File: config.mk
export PLATFORM = sky130hd
export DESIGN_NAME = mult_job_sequencer
export DESIGN_NICKNAME = d
export VERILOG_FILES = /design/src/rtl/mult_job_sequencer.sv
export SDC_FILE = /design/constraint.sdc
export NUM_CORES = 1
export LEC_CHECK = 0
export ABC_CLOCK_PERIOD_IN_PS = 1800
export CORE_UTILIZATION = 42
export CTS_BUF_LIST = sky130_fd_sc_hd__clkbuf_16
export CTS_CLUSTER_SIZE = 12
export DETAILED_ROUTE_END_ITERATION = 8
export GPL_ROUTABILITY_DRIVEN = 0
export GPL_TIMING_DRIVEN = 0
export HOLD_SLACK_MARGIN = 0.06
export PLACE_DENSITY_LB_ADDON = 0.2
export SETUP_SLACK_MARGIN = 0.4
export SYNTH_ARGS = -nofsm -noshare
export SYNTH_HDL_FRONTEND = slang
export SYNTH_SLANG_ARGS = --single-unit
File: constraint.sdc
create_clock -name clk -period 1.8 [get_ports clk]
set_input_delay 0.36 -clock clk [delete_from_list [all_inputs] [get_ports clk]]
set_output_delay 0.36 -clock clk [all_outputs]
set_load 0.02 [all_outputs]
File: src/rtl/mult_job_sequencer.sv
// Job sequencer for the taint-tracked sequential multiplier.
// Buffers operand pairs, issues one job at a time, captures and presents results.
//
// Ports:
//   clk, rst                        clock, synchronous active-high reset
//   in_valid/_t, in_ready           operand handshake (ready = !full)
//   in_multiplier/_t                operand A and its taint
//   in_multiplicand/_t              operand B and its taint
//   mult_start/_t                   one-cycle start pulse to multiplier
//   mult_multiplier/_t              operand A held towards multiplier
//   mult_multiplicand/_t            operand B held towards multiplier
//   mult_product/_t, mult_done/_t   multiplier result and level done
//   out_valid/_t, out_ready         result handshake
//   out_product/_t                  captured product and its taint
//   timeout_err                     sticky; a job was abandoned
module mult_job_sequencer #(
  parameter int WIDTH   = 4,
  parameter int DEPTH   = 2,
  parameter int TIMEOUT = 24
) (
  input  logic               clk,
  input  logic               rst,
  input  logic               in_valid,
  input  logic               in_valid_t,
  output logic               in_ready,
  input  logic [WIDTH-1:0]   in_multiplier,
  input  logic [WIDTH-1:0]   in_multiplier_t,
  input  logic [WIDTH-1:0]   in_multiplicand,
  input  logic [WIDTH-1:0]   in_multiplicand_t,
  output logic               mult_start,
  output logic               mult_start_t,
  output logic [WIDTH-1:0]   mult_multiplier,
  output logic [WIDTH-1:0]   mult_multiplier_t,
  output logic [WIDTH-1:0]   mult_multiplicand,
  output logic [WIDTH-1:0]   mult_multiplicand_t,
  input  logic [2*WIDTH-1:0] mult_product,
  input  logic [2*WIDTH-1:0] mult_product_t,
  input  logic               mult_done,
  input  logic               mult_done_t,
  output logic               out_valid,
  output logic               out_valid_t,
  input  logic               out_ready,
  output logic [2*WIDTH-1:0] out_product,
  output logic [2*WIDTH-1:0] out_product_t,
  output logic               timeout_err
);

  localparam int AW = $clog2(DEPTH);
  localparam int CW = AW + 1;
  localparam int TW = $clog2(TIMEOUT + 1);
  localparam int PW = 2 * WIDTH;

  typedef enum logic [1:0] {
    IDLE,
    ISSUE,
    WAIT,
    HOLD
  } state_e;

  state_e state_q, state_d;

  logic [WIDTH-1:0] a_q  [DEPTH];
  logic [WIDTH-1:0] at_q [DEPTH];
  logic [WIDTH-1:0] b_q  [DEPTH];
  logic [WIDTH-1:0] bt_q [DEPTH];
  logic             vt_q [DEPTH];

  logic [AW-1:0] wr_q, wr_d;
  logic [AW-1:0] rd_q, rd_d;
  logic [CW-1:0] cnt_q, cnt_d;
  logic [TW-1:0] wd_q, wd_d;
  logic [PW-1:0] prod_q, prod_d;
  logic [PW-1:0] prodt_q, prodt_d;
  logic          ovt_q, ovt_d;
  logic          err_q, err_d;

  logic push, pop, cap, tmo;
  logic busy;

  // No bypass: a pop in the same cycle does not open the input.
  assign in_ready = (cnt_q != CW'(DEPTH));
  assign push     = in_valid & in_ready;

  // Storage needs no reset; only valid entries are ever read.
  always_ff @(posedge clk) begin
    if (push) begin
      a_q[wr_q]  <= in_multiplier;
      at_q[wr_q] <= in_multiplier_t;
      b_q[wr_q]  <= in_multiplicand;
      bt_q[wr_q] <= in_multiplicand_t;
      vt_q[wr_q] <= in_valid_t;
    end
  end

  always_ff @(posedge clk) begin
    if (rst) begin
      state_q <= IDLE;
      wr_q    <= '0;
      rd_q    <= '0;
      cnt_q   <= '0;
      wd_q    <= '0;
      prod_q  <= '0;
      prodt_q <= '0;
      ovt_q   <= 1'b0;
      err_q   <= 1'b0;
    end else begin
      state_q <= state_d;
      wr_q    <= wr_d;
      rd_q    <= rd_d;
      cnt_q   <= cnt_d;
      wd_q    <= wd_d;
      prod_q  <= prod_d;
      prodt_q <= prodt_d;
      ovt_q   <= ovt_d;
      err_q   <= err_d;
    end
  end

  // Next state. Done is checked before the watchdog so it wins a tie.
  always_comb begin
    state_d = state_q;
    pop     = 1'b0;
    cap     = 1'b0;
    tmo     = 1'b0;
    unique case (state_q)
      IDLE:  if (cnt_q != '0) state_d = ISSUE;
      ISSUE: state_d = WAIT;
      WAIT: begin
        if (mult_done) begin
          cap     = 1'b1;
          pop     = 1'b1;
          state_d = HOLD;
        end else if (wd_q == TW'(TIMEOUT - 1)) begin
          tmo     = 1'b1;
          pop     = 1'b1;
          state_d = IDLE;
        end
      end
      HOLD:  if (out_ready) state_d = IDLE;
      default: state_d = IDLE;
    endcase
  end

  // Datapath next-state.
  always_comb begin
    wr_d    = push ? wr_q + AW'(1) : wr_q;
    rd_d    = pop ? rd_q + AW'(1) : rd_q;
    cnt_d   = cnt_q;
    unique case ({push, pop})
      2'b10:   cnt_d = cnt_q + CW'(1);
      2'b01:   cnt_d = cnt_q - CW'(1);
      default: cnt_d = cnt_q;
    endcase
    wd_d    = wd_q;
    if (state_q == ISSUE)     wd_d = '0;
    else if (state_q == WAIT) wd_d = wd_q + TW'(1);
    prod_d  = cap ? mult_product : prod_q;
    prodt_d = cap ? mult_product_t : prodt_q;
    ovt_d   = cap ? (mult_done_t | vt_q[rd_q]) : ovt_q;
    err_d   = err_q | tmo;
  end

  // Outputs.
  assign busy = (state_q == ISSUE) || (state_q == WAIT);

  always_comb begin
    mult_start          = (state_q == ISSUE);
    mult_start_t        = (state_q == ISSUE) ? vt_q[rd_q] : 1'b0;
    mult_multiplier     = busy ? a_q[rd_q]  : '0;
    mult_multiplier_t   = busy ? at_q[rd_q] : '0;
    mult_multiplicand   = busy ? b_q[rd_q]  : '0;
    mult_multiplicand_t = busy ? bt_q[rd_q] : '0;
    out_valid           = (state_q == HOLD);
    out_valid_t         = ovt_q;
    out_product         = prod_q;
    out_product_t       = prodt_q;
    timeout_err         = err_q;
  end

endmodule

; ---- Word-level counts from Yosys, hierarchy flattened
; Memories as Yosys holds them, arrays and structs flattened. A register that Yosys moved wholly into a read port is not among the register bits.
; Index checks and enable logic that the tools add are counted.
; W data, S select, Z words.
[classes]
n_eq_ne = 10
n_addsub = 5
muxes = 30
reduce_logical = 6
bitwise_logic = 3
[op_table]
columns = op, count
row1 = $mux W1, 20
row2 = $mux W4, 4
row3 = $mux W2, 4
row4 = $pmux W2 S4, 1
row5 = $eq A2 B2 Y1 const B, 3
row6 = $add A5 B1 Y5 const B, 1
row7 = $eq A5 B5 Y1 const B, 1
row8 = $eq A2 B1 Y1 const B, 2
row9 = $ne A2 B2 Y1 const B, 2
row10 = $pmux W2 S2, 1
row11 = $reduce_bool A2 Y1, 2
row12 = $ne A3 B3 Y1 const B, 1
row13 = $reduce_and A3 Y1, 1
row14 = $add A1 B1 Y1 const B, 2
row15 = $add A2 B1 Y2 const B, 1
row16 = $logic_not A2 Y1, 1
row17 = $ne A2 B1 Y1 const B, 1
row18 = $or A1 B1 Y1, 2
row19 = $reduce_or A2 Y1, 1
row20 = $sub A2 B1 Y2 const B, 1
row21 = $and A1 B1 Y1, 1
row22 = $logic_or A1 B1 Y1, 1
[totals]
ramBits = 34
elab_cells = 68
register_bits = 29
inputBits = 39
mem_count = 5
[mem_list]
columns = memory, depth, width, read_ports, rd_ports_with_merged_regs, wr, line
row1 = a_q, 2, 4, 1, 1, 1, 62  ; logic [WIDTH-1:0] a_q [DEPTH];
row2 = at_q, 2, 4, 1, 1, 1, 63  ; logic [WIDTH-1:0] at_q [DEPTH];
row3 = b_q, 2, 4, 1, 1, 1, 64  ; logic [WIDTH-1:0] b_q [DEPTH];
row4 = bt_q, 2, 4, 1, 1, 1, 65  ; logic [WIDTH-1:0] bt_q [DEPTH];
row5 = vt_q, 2, 1, 1, 1, 1, 66  ; logic vt_q [DEPTH];

; ---- Depth between registers and ports, before layout
[logic_depth]
depth_word = 6
ltp_mapped = 8
depth_no_buf = 7

; ---- Worst setup path after synthesis
; Ideal clock, no wire load.
[synth_path]
kind = register -> register
from = register wd_q[0]
to = register cnt_q[1]
path_stages_with_launch = 7
setup_time_ps = 70
arrival_time_ps = 1729
n_path_buf = 0
setup_slack_ps = 1
path_cell_list = dfxtp_1 > ha_1 > and4b_4 > o21a_4 > ha_1 > or3_1 > a21oi_1
[synth_between]
elab_chain_cells = 6
word_cells_on_any_way = 8
[synth_lines]
columns = element, line
row1 = from (decl), 71  ; logic [TW-1:0] wd_q, wd_d;
row2 = from (signal assigned), 111  ; wd_q <= wd_d;
row3 = $eq A5 B5 Y1 *, 133  ; end else if (wd_q == TW'(TIMEOUT - 1)) begin
row4 = $mux W1 *, 133
row5 = $mux W1 *, 129  ; if (mult_done) begin
row6 = $mux W1 *, 125  ; unique case (state_q)
row7 = net pop, 77  ; logic push, pop, cap, tmo;
row8 = $eq A2 B1 Y1 or $eq A2 B2 Y1 (tied branches), 149  ; unique case ({push, pop})
row9 = $pmux W2 S2 or $reduce_bool A2 Y1 (tied branches), --
row10 = to (signal assigned), 110  ; cnt_q <= cnt_d;
row11 = to (decl), 70  ; logic [CW-1:0] cnt_q, cnt_d;
; Mark *: on every way through the listed nets, which the timed path passes. The rest lies on a longest branch.
; A chain may end at the register's enable or synchronous reset.

; ---- Final worst setup path
[layout_path]
from = register state_q[0]
to = output mult_multiplier_t[2]
[layout_between]
elab_chain_cells = 3
word_cells_on_any_way = 4
[layout_lines]
columns = element, line
row1 = from (decl), 60  ; state_e state_q, state_d;
row2 = from (signal assigned), 107  ; state_q <= state_d;
row3 = $eq A2 B1 Y1 or $eq A2 B2 Y1 (tied branches), 164  ; assign busy = (state_q == ISSUE) || (state_q == WAIT);
row4 = $logic_or A1 B1 Y1 *, 164
row5 = $mux W4 *, 170  ; mult_multiplier_t = busy ? at_q[rd_q] : '0;
row6 = to (decl), 33  ; output logic [WIDTH-1:0] mult_multiplier_t,
; Mark *: on every way between the ends. The rest lies on a longest branch, timed or not.

==> summary.md <==
## CTS
• 2 — maximum buffer depth of the clock tree
• 0 — number of buffers inserted by hold repair at cts
• 9 — number of CTS-inserted buffers
• built — CTS tree
• 320 ps — Clk Latency, worst-skew pair
• 64 — number of sinks on the clock net
• 60 ps — Worst-path clk slew
• sky130_fd_sc_hd__clkbuf_16 — clock tree root buffer cell
• 3 — CTS H-Tree Depth

## Synth
• 61.6% — share of synthesized area occupied by flip-flops and latches
• 2630 sq um — Cell Area, Synth
• 64 — flops & latches, synth
• 12.1 sq um — Post-Synthesis Mean Instance Area
• sky130_fd_sc_hd__nand2_1 — most frequent cell after synthesis
• 218 — Gate Count Post-Synth
• 34 — number of enable flip-flop cells after synthesis
• sky130_fd_sc_hd__edfxtp_1 — Synth Flop Type
• 264 — post-synthesis net count
• 0 — Synthesis Warnings
• 0% — async set or reset register ratio after synthesis
• sky130_fd_sc_hd__edfxtp_1 (39%), sky130_fd_sc_hd__dfxtp_1 (23%), sky130_fd_sc_hd__mux2i_1 (7.2%) — Area contributors post-synth
• sky130_fd_sc_hd__edfxtp_1 — biggest area consumer among synthesized cells
• 38 — count of unique library cells instantiated by Yosys
• sky130_fd_sc_hd__nand2_1 (35), sky130_fd_sc_hd__edfxtp_1 (34), sky130_fd_sc_hd__dfxtp_1 (30), sky130_fd_sc_hd__a21oi_1 (19), sky130_fd_sc_hd__mux2i_1 (19) — leading post-synthesis cells by instance count
• 38.8% — area fraction of the dominant cell type after synthesis

## Die
• 81.2 um — die span in y
• 77 — IO Count
• 43.9% — Initial Util
• 28 — Core Rows
• 6590 sq um — overall die area
• 81.2 um — DIE WIDTH
• 5990 sq um — Core Area

## Power and ir drop
• 0.988 mV — largest vdd supply drop
• 1290 nW/um^2 — Power Density
• 1.90 nW — reported leakage power

## GRT
• 20.8% — Tot GR Track Use
• 9900 um — first-pass GRT wire length
• 0 — number of antenna violations at the first check in global routing
• 18 — largest net degree at the start of global routing
• 2008 — number of global-route vias before repair
• 0 — GRT overflow

## STA
• 10 — final count of negative-setup-slack endpoints
• 4.78 ps — Worst Clk Skew
• 1860 ps — post-layout minimum cycle time
• 0 — Max Transition Viols Final
• 0 — final hold viol count
• 103% — period utilisation layout
• 537 MHz — fmax
• 78.6% — Slew HR
• true — unrepaired setup endpoints after global routing
• 466 ps — Hold Worst Slack
• 322 ps — slew at the pin closest to its max-slew limit
• -63.0 ps — final critical-path setup slack

## Hold path
• 2 — depth of the worst hold-timing path
• out_product[3]$_SDFFE_PP0P_ — Hold Path End
• out_product[3]$_SDFFE_PP0P_ — startpoint of the tightest hold check path
• reg -> reg — class of the tightest hold or removal check

## Worst setup path
• output pin — nature of the critical path endpoint
• reg -> out — Crit Path Category
• inv_4 > ha_4 > clkbuf_16 > nor2b_4 > buf_6 — critical path cell sequence
• 7 — number of cells traversed by the worst register-to-register path
• cnt_q[1]$_SDFFE_PP0P_ — R2R Path End
• flip-flops — family with the most delay on the worst path
• wd_q[0]$_SDFFE_PP0P_ — source of the worst register-to-register timing path
• 1440 ps — data required time at the worst endpoint
• 370 ps — Critical Path Max Stage Delay
• state_q[0]$_SDFFE_PP0P_ — start point of the critical path
• 1500 ps — data arrival at the endpoint of the critical path
• -20 ps — register-to-register setup slack
• flip-flop — type of element launching the critical path
• sky130_fd_sc_hd__dfxtp_4 — highest-delay cell along the critical path
• 5 — largest fanout of any net on the critical path
• 3 — number of buffers and inverters on the critical path

## Final layout
• 381 — nets
• 51.2% — fraction of final layout cells sized beyond drive strength 1
• 81.4% — Core Util, Final
• 85.2% — area delta synth->final
• 4880 sq um — final non-filler cell area
• 0 — Inserted Diodes

## Route
• 17.7 um — post-DR wirelength/cell
• 2100 — vias post-DR
• 0 — DRC violation count after routing
• 4 — router iterations before antenna repair
• 7330 um — DRT Wirelength
• 0 — number of nets with antenna violations after detailed routing
• 117 — 1st-iter DRT viols
• 5.06 — post-detailed-route via-to-cell ratio

## Place
• 76 — number of I/O port buffers
• 3510 um — sum of net half-perimeters after detailed placement
• -528 ps — worst slack at placement
• 3660 sq um — cell area after placement

## Outcome
• finished with violations — result of the run
• setup timing — failing checks

## Flow run
• 0 — number of maximum-capacitance constraint violations

worst max path at each step:
stage / endpoint / slack [ps] / cells after the start
floorplan: cnt_q[1]$_SDFFE_PP0P_ / 160 / 6
detailed placement: mult_multiplier_t[2] / -530 / 5
CTS: mult_multiplier_t[2] / -20 / 5
global placement: mult_multiplier_t[2] / -510 / 5
global route: mult_multiplier_t[2] / -100 / 5
finish: mult_multiplier_t[2] / -60 / 5
area by class of cell:
class	instances	area [sq um]
Clock buffer	9	225
Fill cell	312	1110
Timing Repair Buffer	106	1100
Clock inverter	7	96.3
Tap cell	75	93.8
Sequential cell	64	1640
Inverter	4	23.8
Multi-Input combinational cell	140	1550
Buffer	10	140
where the power goes:
part / leakage, nW / internal, W / total (W) / switching [W]
combinational: 1.18 / 0.00152 / 0.00262 / 0.00110
sequential: 0.565 / 0.00172 / 0.00184 / 0.000121
clock: 0.148 / 0.00121 / 0.00185 / 0.000644
stage by stage:
stage,total power [W],cells,setup TNS (ps)
after CTS,0.00598,400,-100
after global placement,0.00349,369,-7100
after global routing,0.00655,415,-772
after floorplan,0.00291,218,0
after detailed placement,0.00350,369,-7260
final,0.00631,415,-265
routing by layer:
metal / share of wire [%] / track usage (%) / vias to the layer above
met5: 0 / 0 / -
met4: 2.7 / 11.4 / 0
met3: 4.8 / 5.51 / 16
met2: 52 / 32.9 / 66
met1: 40 / 25.9 / 1012
li1: - / - / 1006
worst reg2reg max path: stages, from the launching register on:
cell                      delay [ps]
sky130_fd_sc_hd__dfxtp_4         360
sky130_fd_sc_hd__ha_4            170
sky130_fd_sc_hd__and4b_4         190
sky130_fd_sc_hd__o21a_4          220
sky130_fd_sc_hd__ha_4            170
sky130_fd_sc_hd__xnor2_2         140
sky130_fd_sc_hd__or3_1           380
sky130_fd_sc_hd__a21oi_2         130
logic make-up after synthesis:
kind of cell               Yosys count  share of synthesized area [%]
and+or+nand+nor                     77                           15.1
buffers and inverters               14                           2.95
adders and majority gates            7                           3.33
muxes                               21                           8.36
AOI/OAI and AO/OA                   29                           6.70
xor gates and xnor gates             6                           2.00
DFF                                 64                           61.6
what timing repair did:
action / 4_1_cts / 5_1_grt
pin swaps: 9 / 26
gates resized for setup: 224 / 62
cloned: 3 / 0
endpoints found under the setup margin: 86 / 51
buffers inserted: 12 / 15
state kept, by name, indices dropped and copies added, names as in the netlist, 2 cells and up, named ones only:
name           count
b_q                8
state_q            2
out_product        8
wd_q               5
cnt_q              2
a_q                8
bt_q               8
at_q               8
out_product_t      8
vt_q               2
cell usage in the layout (no fill, tap or decap), types with 3 or more instances in the layout:
cell / count
sky130_fd_sc_hd__clkdlybuf4s50_1: 38
sky130_fd_sc_hd__edfxtp_1: 34
sky130_fd_sc_hd__buf_6: 33
sky130_fd_sc_hd__dfxtp_1: 23
sky130_fd_sc_hd__nand2_1: 18
sky130_fd_sc_hd__nor2b_4: 17
sky130_fd_sc_hd__a21oi_2: 17
sky130_fd_sc_hd__mux2i_4: 16
sky130_fd_sc_hd__dlygate4sd2_1: 16
sky130_fd_sc_hd__nand2_4: 14
sky130_fd_sc_hd__buf_4: 14
sky130_fd_sc_hd__clkbuf_16: 10
sky130_fd_sc_hd__buf_12: 6
sky130_fd_sc_hd__nor3_1: 5
sky130_fd_sc_hd__ha_4: 5
sky130_fd_sc_hd__clkinvlp_4: 4
sky130_fd_sc_hd__nor2_1: 4
sky130_fd_sc_hd__xor2_1: 4
sky130_fd_sc_hd__nand2_2: 4
sky130_fd_sc_hd__dfxtp_4: 4
sky130_fd_sc_hd__dfxtp_2: 3
sky130_fd_sc_hd__buf_8: 3
Note: power is estimated with default switching activity, not from simulation.
